### src/rtl/sdram_stream_pkg.sv
// Shared encodings and defaults for the SDRAM stream generator/checker pair.
package sdram_stream_pkg;

  typedef enum logic [1:0] {
    MODE_CNT  = 2'd0,
    MODE_LFSR = 2'd1,
    MODE_WALK = 2'd2,
    MODE_CHK  = 2'd3
  } mode_t;

  typedef enum logic [1:0] {
    ST_IDLE  = 2'd0,
    ST_RUN   = 2'd1,
    ST_DRAIN = 2'd2
  } state_t;

  localparam logic [63:0] DEF_LFSR_POLY = 64'h0000_0000_8020_0003;
  localparam logic [63:0] DEF_LFSR_SEED = 64'h0000_0000_0000_0001;

  // 0x55..55 fill; callers keep the low DATA_W bits.
  function automatic logic [63:0] chk_fill();
    logic [63:0] r;
    r = '0;
    for (int unsigned i = 0; i < 64; i++) begin
      r[i] = ((i % 2) == 0);
    end
    return r;
  endfunction

endpackage

### src/rtl/pattern_core.sv
// Pattern register: loads the start word for a mode and steps to the next
// word on advance. Shared with the stream checker for expected-data generation.
module pattern_core
  import sdram_stream_pkg::*;
#(
  parameter int unsigned DATA_W    = 32,
  parameter logic [63:0] LFSR_POLY = DEF_LFSR_POLY,
  parameter logic [63:0] LFSR_SEED = DEF_LFSR_SEED
) (
  input  logic              clk,
  input  logic              n_rst,
  input  logic              load_i,
  input  logic              advance_i,
  input  mode_t             mode_i,
  output logic [DATA_W-1:0] word_o
);

  localparam logic [DATA_W-1:0] POLY  = LFSR_POLY[DATA_W-1:0];
  localparam logic [DATA_W-1:0] SEED  = LFSR_SEED[DATA_W-1:0];
  localparam logic [63:0]       CHK64 = chk_fill();
  localparam logic [DATA_W-1:0] CHK   = CHK64[DATA_W-1:0];

  logic [DATA_W-1:0] pat_q;
  logic [DATA_W-1:0] pat_d;

  // Next pattern word: load takes priority over advance.
  always_comb begin
    pat_d = pat_q;
    if (load_i) begin
      unique case (mode_i)
        MODE_CNT:  pat_d = '0;
        MODE_LFSR: pat_d = SEED;
        MODE_WALK: pat_d = {{(DATA_W-1){1'b0}}, 1'b1};
        MODE_CHK:  pat_d = CHK;
        default:   pat_d = '0;
      endcase
    end else if (advance_i) begin
      unique case (mode_i)
        MODE_CNT:  pat_d = pat_q + 1'b1;
        MODE_LFSR: pat_d = (pat_q >> 1) ^ (pat_q[0] ? POLY : '0);
        MODE_WALK: pat_d = {pat_q[DATA_W-2:0], pat_q[DATA_W-1]};
        MODE_CHK:  pat_d = ~pat_q;
        default:   pat_d = pat_q;
      endcase
    end
  end

  // Pattern register; resets to the counter start value.
  always_ff @(posedge clk or negedge n_rst) begin
    if (!n_rst) pat_q <= '0;
    else        pat_q <= pat_d;
  end

  assign word_o = pat_q;

endmodule

### src/rtl/stream_pattern_gen.sv
// Rate-timed test-stream source: emits pattern words over valid/ready,
// supports finite bursts, continuous runs, early stop and overrun flagging.
module stream_pattern_gen
  import sdram_stream_pkg::*;
#(
  parameter int unsigned DATA_W    = 32,
  parameter int unsigned PERIOD_W  = 8,
  parameter int unsigned LEN_W     = 16,
  parameter logic [63:0] LFSR_POLY = DEF_LFSR_POLY,
  parameter logic [63:0] LFSR_SEED = DEF_LFSR_SEED
) (
  input  logic                clk,
  input  logic                n_rst,
  input  logic                enable,
  input  logic                start,
  input  logic                stop,
  input  logic [1:0]          mode,
  input  logic [PERIOD_W-1:0] period,
  input  logic [LEN_W-1:0]    burst_len,
  output logic [DATA_W-1:0]   data,
  output logic                valid,
  input  logic                ready,
  output logic                busy,
  output logic                done,
  output logic                overrun,
  output logic [LEN_W-1:0]    word_cnt
);

  state_t              state_q,   state_d;
  mode_t               mode_q,    mode_d;
  logic [PERIOD_W-1:0] period_q,  period_d;
  logic [LEN_W-1:0]    burst_q,   burst_d;
  logic [PERIOD_W-1:0] tick_q,    tick_d;
  logic                valid_q,   valid_d;
  logic [DATA_W-1:0]   data_q,    data_d;
  logic                done_q,    done_d;
  logic                overrun_q, overrun_d;
  logic [LEN_W-1:0]    cnt_q,     cnt_d;

  logic                pat_load;
  logic                pat_adv;
  mode_t               core_mode;
  logic [DATA_W-1:0]   pat_word;

  logic                accept;
  logic [LEN_W-1:0]    cnt_inc;
  logic                last_acc;
  logic                fire;

  assign accept   = valid_q && ready;
  assign cnt_inc  = cnt_q + 1'b1;
  assign last_acc = accept && (burst_q != '0) && (cnt_inc == burst_q);

  // The core loads with the live mode input at start, then steps with the latched mode.
  assign core_mode = (state_q == ST_IDLE) ? mode_t'(mode) : mode_q;

  pattern_core #(
    .DATA_W    (DATA_W),
    .LFSR_POLY (LFSR_POLY),
    .LFSR_SEED (LFSR_SEED)
  ) u_pattern (
    .clk       (clk),
    .n_rst     (n_rst),
    .load_i    (pat_load),
    .advance_i (pat_adv),
    .mode_i    (core_mode),
    .word_o    (pat_word)
  );

  // Next-state, rate timer, slot firing and handshake bookkeeping.
  always_comb begin
    state_d   = state_q;
    mode_d    = mode_q;
    period_d  = period_q;
    burst_d   = burst_q;
    tick_d    = tick_q;
    valid_d   = valid_q;
    data_d    = data_q;
    done_d    = 1'b0;
    overrun_d = overrun_q;
    cnt_d     = cnt_q;
    pat_load  = 1'b0;
    pat_adv   = 1'b0;
    fire      = 1'b0;

    unique case (state_q)
      ST_IDLE: begin
        if (start) begin
          mode_d    = mode_t'(mode);
          period_d  = period;
          burst_d   = burst_len;
          pat_load  = 1'b1;
          tick_d    = '0;
          cnt_d     = '0;
          overrun_d = 1'b0;
          state_d   = ST_RUN;
        end
      end

      ST_RUN: begin
        if (accept) cnt_d = cnt_inc;
        // The final burst accept and stop both end slot firing; a word that is
        // still unaccepted after this cycle is finished off in DRAIN.
        if (stop || last_acc) begin
          if (accept || !valid_q) begin
            valid_d = 1'b0;
            done_d  = 1'b1;
            state_d = ST_IDLE;
          end else begin
            state_d = ST_DRAIN;
          end
        end else begin
          if (enable) begin
            if (tick_q == period_q) begin
              tick_d = '0;
              fire   = 1'b1;
            end else begin
              tick_d = tick_q + 1'b1;
            end
          end
          if (fire) begin
            if (!valid_q || accept) begin
              valid_d = 1'b1;
              data_d  = pat_word;
              pat_adv = 1'b1;
            end else begin
              overrun_d = 1'b1;
            end
          end else if (accept) begin
            valid_d = 1'b0;
          end
        end
      end

      ST_DRAIN: begin
        if (accept) begin
          cnt_d   = cnt_inc;
          valid_d = 1'b0;
          done_d  = 1'b1;
          state_d = ST_IDLE;
        end
      end

      default: state_d = ST_IDLE;
    endcase
  end

  // State and datapath registers, cleared asynchronously by n_rst.
  always_ff @(posedge clk or negedge n_rst) begin
    if (!n_rst) begin
      state_q   <= ST_IDLE;
      mode_q    <= MODE_CNT;
      period_q  <= '0;
      burst_q   <= '0;
      tick_q    <= '0;
      valid_q   <= 1'b0;
      data_q    <= '0;
      done_q    <= 1'b0;
      overrun_q <= 1'b0;
      cnt_q     <= '0;
    end else begin
      state_q   <= state_d;
      mode_q    <= mode_d;
      period_q  <= period_d;
      burst_q   <= burst_d;
      tick_q    <= tick_d;
      valid_q   <= valid_d;
      data_q    <= data_d;
      done_q    <= done_d;
      overrun_q <= overrun_d;
      cnt_q     <= cnt_d;
    end
  end

  assign data     = data_q;
  assign valid    = valid_q;
  assign busy     = (state_q != ST_IDLE);
  assign done     = done_q;
  assign overrun  = overrun_q;
  assign word_cnt = cnt_q;

endmodule

### config.mk
export PLATFORM = sky130hd
export DESIGN_NAME = stream_pattern_gen
export DESIGN_NICKNAME = d
export VERILOG_FILES = /design/src/rtl/sdram_stream_pkg.sv /design/src/rtl/pattern_core.sv /design/src/rtl/stream_pattern_gen.sv
export SDC_FILE = /design/constraint.sdc
export NUM_CORES = 1
export LEC_CHECK = 0
export ABC_AREA = 1
export CAP_MARGIN = 40
export CORE_ASPECT_RATIO = 1.4
export CORE_MARGIN = 2
export CORE_UTILIZATION = 40
export CTS_BUF_LIST = sky130_fd_sc_hd__clkbuf_4 sky130_fd_sc_hd__clkbuf_8 sky130_fd_sc_hd__clkbuf_16
export DETAILED_ROUTE_END_ITERATION = 16
export MAX_ROUTING_LAYER = met4
export PLACE_DENSITY = 0.58
export RECOVER_POWER = 100
export SLEW_MARGIN = 0
export SYNTH_ARGS = -nofsm -noshare
export SYNTH_HDL_FRONTEND = slang
export SYNTH_SLANG_ARGS = --single-unit
### constraint.sdc
create_clock -name clk -period 2.5 [get_ports clk]
set_clock_uncertainty 0.05 [all_clocks]
set_input_delay 0.375 -clock clk [delete_from_list [all_inputs] [get_ports clk]]
set_output_delay 0.375 -clock clk [all_outputs]
set_load 0.01 [all_outputs]
After elaboration in Yosys (flattened, before gate mapping)
Cells that the tools add are included.
Cells by class
  $add $sub $neg: 3
  equal/unequal tests: 17
  multiplexer cells: 43
  bitwise gates (word level): 3
  reduce and logical (&&, ||, !) cells: 23
Operators by type and width (count)
  32-bit case mux with 4 select lines: 1
  32-bit 2-to-1 mux: 3
  32-bit case mux with 3 select lines: 1
  32-bit by 1-bit adder with 32-bit output, second input constant: 1
  16-bit 2-to-1 mux: 2
  8-bit 2-to-1 mux: 4
  32-bit inverter: 1
  16-bit case mux with 2 select lines: 1
  31-bit by 32-bit XOR with 32-bit output: 1
  1-bit 2-to-1 mux: 21
  16-bit by 1-bit adder with 16-bit output, second input constant: 1
  16-bit == test: 1
  8-bit case mux with 2 select lines: 1
  16-bit nonzero test: 1
  2-bit != test, second input constant: 7
  2-bit 2-to-1 mux: 5
  2-bit nonzero test: 5
  3-bit AND reduction: 3
  8-bit by 1-bit adder with 8-bit output, second input constant: 1
  8-bit == test: 1
  4-bit AND reduction: 2
  2-bit == test, second input constant: 3
  3-bit != test, second input constant: 2
  1-bit case mux with 2 select lines: 3
  other kinds (11): 17
Storage, ports and cells
  flip-flop bits (word level): 119
  input bits: 32
  output and inout port bits: 52

Longest topological paths before layout
  depth after elaboration: 11
  gate-level depth with buffers: 18
  mapped depth without buffers: 17

Modules after synthesis
From an unflattened synthesis, not the netlist that was laid out.
Second synthesis, totals
  cells, all modules: 1189
  area total of the unflattened synthesis: 8000.2 um^2
Modules (own cells, without submodules)
  stream_pattern_gen: instances 1, cells an instance 679, area an instance 4957.3 um^2, seq. area each 2177.1 um^2
  pattern_core: instances 1, cells an instance 510, area an instance 3042.9 um^2, seq. area each 800.8 um^2

Least setup slack after synthesis
No wires, ideal clock.
  path type: register to register
  start point: register state_q[0]
  end point: register u_pattern.pat_q[5] (netlist: u_pattern.word_o[5])
  setup time: 0.066 ns
  arrival: 2.089 ns
  data required time: 2.384 ns
  setup slack: 0.296 ns
  cell stages (with the launch flop): 15
  buffers on the path: 1
  path through: dfrtp_1 inv_1 ha_1 inv_2 nand2_1 nand2_1 inv_2 nor2_2 inv_2 buf_2 o22ai_1 nor2_1 a221oi_1 nand2_1 nand2_1
Between the ends
  word-level cells in the longest chain between the ends: 6
RTL lines
  from (decl): line stream_pattern_gen.sv:29  | state_t state_q, state_d;
  from (signal assigned): line stream_pattern_gen.sv:162  | state_q <= state_d;
  2-bit zero test: line stream_pattern_gen.sv:55, stream_pattern_gen.sv:86
  2-bit 2-to-1 mux: line stream_pattern_gen.sv:55  | assign core_mode = (state_q == ST_IDLE) ? mode_t'(mode) : mode_q;
  2-bit == test, or another cell as far along: line pattern_core.sv:38  | unique case (mode_i)
  32-bit case mux with 4 select lines: line pattern_core.sv:38
  32-bit 2-to-1 mux: line pattern_core.sv:37  | end else if (advance_i) begin
  32-bit 2-to-1 mux: line pattern_core.sv:29  | if (load_i) begin
  to (signal assigned): line pattern_core.sv:51  | else pat_q <= pat_d;
  to (decl): line pattern_core.sv:23  | logic [DATA_W-1:0] pat_q;
Several ways; a longest one is shown, not always the timed one. The select of a mux whose other input is x is not followed.
A chain may end at the register's enable or synchronous reset.

Worst setup path after layout
  start point: register state_q[1]
  end point: register u_pattern.pat_q[15] (netlist: u_pattern.word_o[15])
The elaborated chain is that of the path after synthesis.

==> results.md <==
- Outcome: completed
- DR WL/cell: 17.5 um
- Final hold violations: 0
- Tot GR Track Use: 24.3%
- CP Launch Type: register
- Largest area contributor in the netlist: dfrtp_1
- Clk pin slew, worst setup/hold paths: 0.05 ns
- I/O pin total: 84
- Hold EP: overrun
- Hold Crit Start: overrun
- RR Startpoint: state_q[1]
- Worst hold path class: register to register
- Switch share: 41.7%
- Ant diodes: 0
- Post-Synth Simple-Gate Area: 33.7%
- Die X: 119 um
- Post-synthesis sequential area ratio: 39.9%
- Clock sinks: 119
- Num CTS Buffers: 17
- Vias in the first global route: 7433
- Root Driver: clkbuf_16
- Port bufs: 83
- Syn Nets: 1120
- Multi-input gate area: 0.00393 mm^2
- FF+latch count, synth: 119
- Worst Max-Slew Pin Slew: 1.02 ns
- Share of layout cells above drive strength 1: 11.3%
- Worst VDD drop: 0.494 mV
- ANT nets after route: 0
- Post-Synth Adder-Cell Area: 1.01%
- Core area: 0.0185 mm^2
- Xor and xnor area share after synthesis: 3.05%
- Comb pwr share: 43.9%
- EDFF count, synth: 0
- Max-slew violations: 0
- Final worst path period share: 97.7%
- GRT overflow: 0
- Crit path max fanout: 17
- Initial DRC Count: 584
- Post-route non-filler standard cell count: 1461
- RePlAce Congestion: 0.959
- # nets final: 1242
- Largest family of logic cells by synthesized area: simple AND/OR/NAND/NOR gates
- Area contributors post-synth: dfrtp_1, nand2_1, nand3_1
- Post-DP HPWL: 16.7 mm
- Die Height: 166 um
- Ys Warns: 0
- PD cells: 1050 mW/mm^2
- Skew-Pair Late Insertion Delay: 0.43 ns
- Synth unique cells: 38
- Mux share of post-synthesis cell area: 0%
- Reg power frac: 30.1%
- Post-synthesis compound-gate area fraction: 13.7%
- Starting Density: 40.5%
- TritonCTS clock tree: yes
- Synth-to-layout area growth: 32.1%
- Final worst path period need: 2.44 ns
- WL final: 25.5 mm
- Psw: 4.31 mW
- Max cap viols: 0
- Cell row count: 59
- Max Clk Rate: 409 MHz
- Crit end category: register
- Final Setup Violations: 0
- Share of Yosys cell area claimed by the top area cell type: 39.9%
- Cells on worst reg2reg path: 12
- Crit Path Category: register to register
- Longest Clk Path Bufs: 2
- Reg-to-reg setup timing slack: 0.06 ns
- Syn avg cell area: 6.90 um^2
- Synthesized area: 0.00747 mm^2
- Hold_ws: 0.419 ns
- Synth Instances: 1082
- Detailed-route DRC error count: 0
- Rel. slew slack: 31.9%
- Post-synth ARST share: 100%
- R2r endpoint: u_pattern.word_o[15]
- First-pass GRT wire length: 37.3 mm
- CP required: 2.81 ns
- Antenna violations before repair: 0
- Synth Flop Type: dfrtp_1
- Via count: 7858
- Drt via density: 5.38
- Hold path cells: 2
- Arrival time worst endpoint: 2.75 ns
- Placed Cells incl. Taps: 1407
- FF/Latch Area: 0.00298 mm^2
- Die Area: 0.0198 mm^2
- Total Power: 10.3 mW
- RSZ-0062 raised after global routing: yes
- Leak Pwr: 4.57 nW
- Layout fillers: 1848
- H-tree depth: 4
- Clk pwr share: 26.0%
- Internal power: 6.02 mW
- Largest net degree at the start of global routing: 53
- DRT Pass-1 Iters: 5
## cell type report
class                      instances  area share [%]
multi-input combinational        802            39.8
timing repair buffer             148            15.9
tap                              244            3.09
sequential                       119            30.2
clock buffer                      24            4.97
inverter                         116            4.48
clock inverter                     8            1.47
## critical path, cell delays in order (launching register included)
cell	delay, ns
dfrtp_1	0.40
inv_1	0.09
ha_2	0.22
inv_2	0.07
nand2_1	0.05
nand2_1	0.15
buf_4	0.21
nor2_2	0.17
buf_4	0.29
a221oi_1	0.08
a221oi_1	0.40
nand2_1	0.09
nand2_1	0.10
## synthesized netlist by cell type (6+ instances only)
cell type  instances
ha_1               6
dfrtp_1          119
o22ai_1           22
nand4_1           19
clkbuf_1          28
a21oi_1           27
inv_1            110
buf_2             10
o221ai_1           9
xor2_1            25
o21ai_1           13
nand2_1          364
a211oi_1           9
o21ai_0           78
nand3_1           93
a221oi_1          11
nor3_1            22
nor2_1            74
## through the flow
| stage | utilization (%) | setup WS (ns) | cell area, um^2 | TNS (ns) |
|---|---|---|---|---|
| 2_1_floorplan | - | 0.296 | 7470 | 0 |
| 3_5_place_dp | 47.7 | 0.0233 | 8810 | 0 |
| 5_1_grt | 53.5 | -0.0528 | 9870 | -0.181 |
| 6_report | 53.5 | 0.0567 | 9870 | 0 |
| 4_1_cts | 51.2 | 0.0406 | 9450 | 0 |
| 3_3_place_gp | 47.7 | 0.0411 | 8810 | 0 |
## cell usage in the layout, fill, tap and decap left out, types with 3 or more instances in the layout
cell type / count
dlygate4sd3_1: 36
clkdlybuf4s50_1: 47
o211ai_1: 3
dfrtp_1: 117
nand2_2: 8
clkinvlp_4: 3
a211oi_1: 9
a221oi_1: 11
nand3b_1: 4
inv_1: 108
clkbuf_4: 7
buf_12: 6
clkbuf_16: 25
bufinv_16: 4
nand2_1: 356
nand4_1: 19
o21ai_0: 75
nor3_1: 22
o22ai_1: 22
inv_2: 4
nor2_2: 5
nor2_4: 6
or2_2: 3
buf_6: 7
nand3_2: 4
a21oi_1: 27
o221ai_1: 9
o21ai_1: 15
xor2_1: 25
ha_1: 4
nor2_1: 71
nand3_1: 90
buf_4: 39
## how the worst max path moves through the flow
stage	to	slack, ns	start	depth (start not counted)
final	u_pattern.word_o[15]	0.06	state_q[1]	12
after floorplan	u_pattern.word_o[5]	0.30	state_q[0]	14
after global routing	u_pattern.word_o[15]	-0.05	state_q[0]	12
after CTS	u_pattern.word_o[23]	0.04	word_cnt[0]	15
after detailed placement	u_pattern.word_o[23]	0.02	ready	15
after global placement	u_pattern.word_o[12]	0.04	ready	15
## routing by layer
metal  global-route usage, %  share of wire, %  vias to the layer above
met2                    43.1                53                      257
met4                    10.0               3.7                        0
li1                        -                 -                     3793
met5                       -                 0                        -
met1                    26.7                39                     3739
met3                    4.24               4.9                       69
## what timing repair did
action                                 in CTS  in global routing
endpoints found under the hold margin      37                  0
setup endpoints to repair                   0                 75
resized for setup                           0                 37
setup buffers                               0                  6
hold buffers                                1                  0
## power by group through the flow
stage	combinational [mW]	sequential, mW	clock, mW
global placement	4.30	3.12	0
finish	4.53	3.11	2.69
global route	5.06	3.19	2.80
CTS	4.35	3.09	2.72
detailed placement	4.32	3.11	0
floorplan	2.81	2.95	0
## cell families after synthesis
group                      count (synthesis)
DFF                                      119
AOI/OAI and AO/OA                        176
and+or+nand+nor                          594
xor gates and xnor gates                  26
buffers and inverters                    161
adders and majority gates                  6
## registers in the layout, indices dropped and copies added, names as in the netlist, 2 cells and up
name / count
u_pattern.word_o: 32
state_q: 2
burst_q: 16
period_q: 8
word_cnt: 16
mode_q: 2
tick_q: 8
data: 32
(Power assumes the default switching activity.)
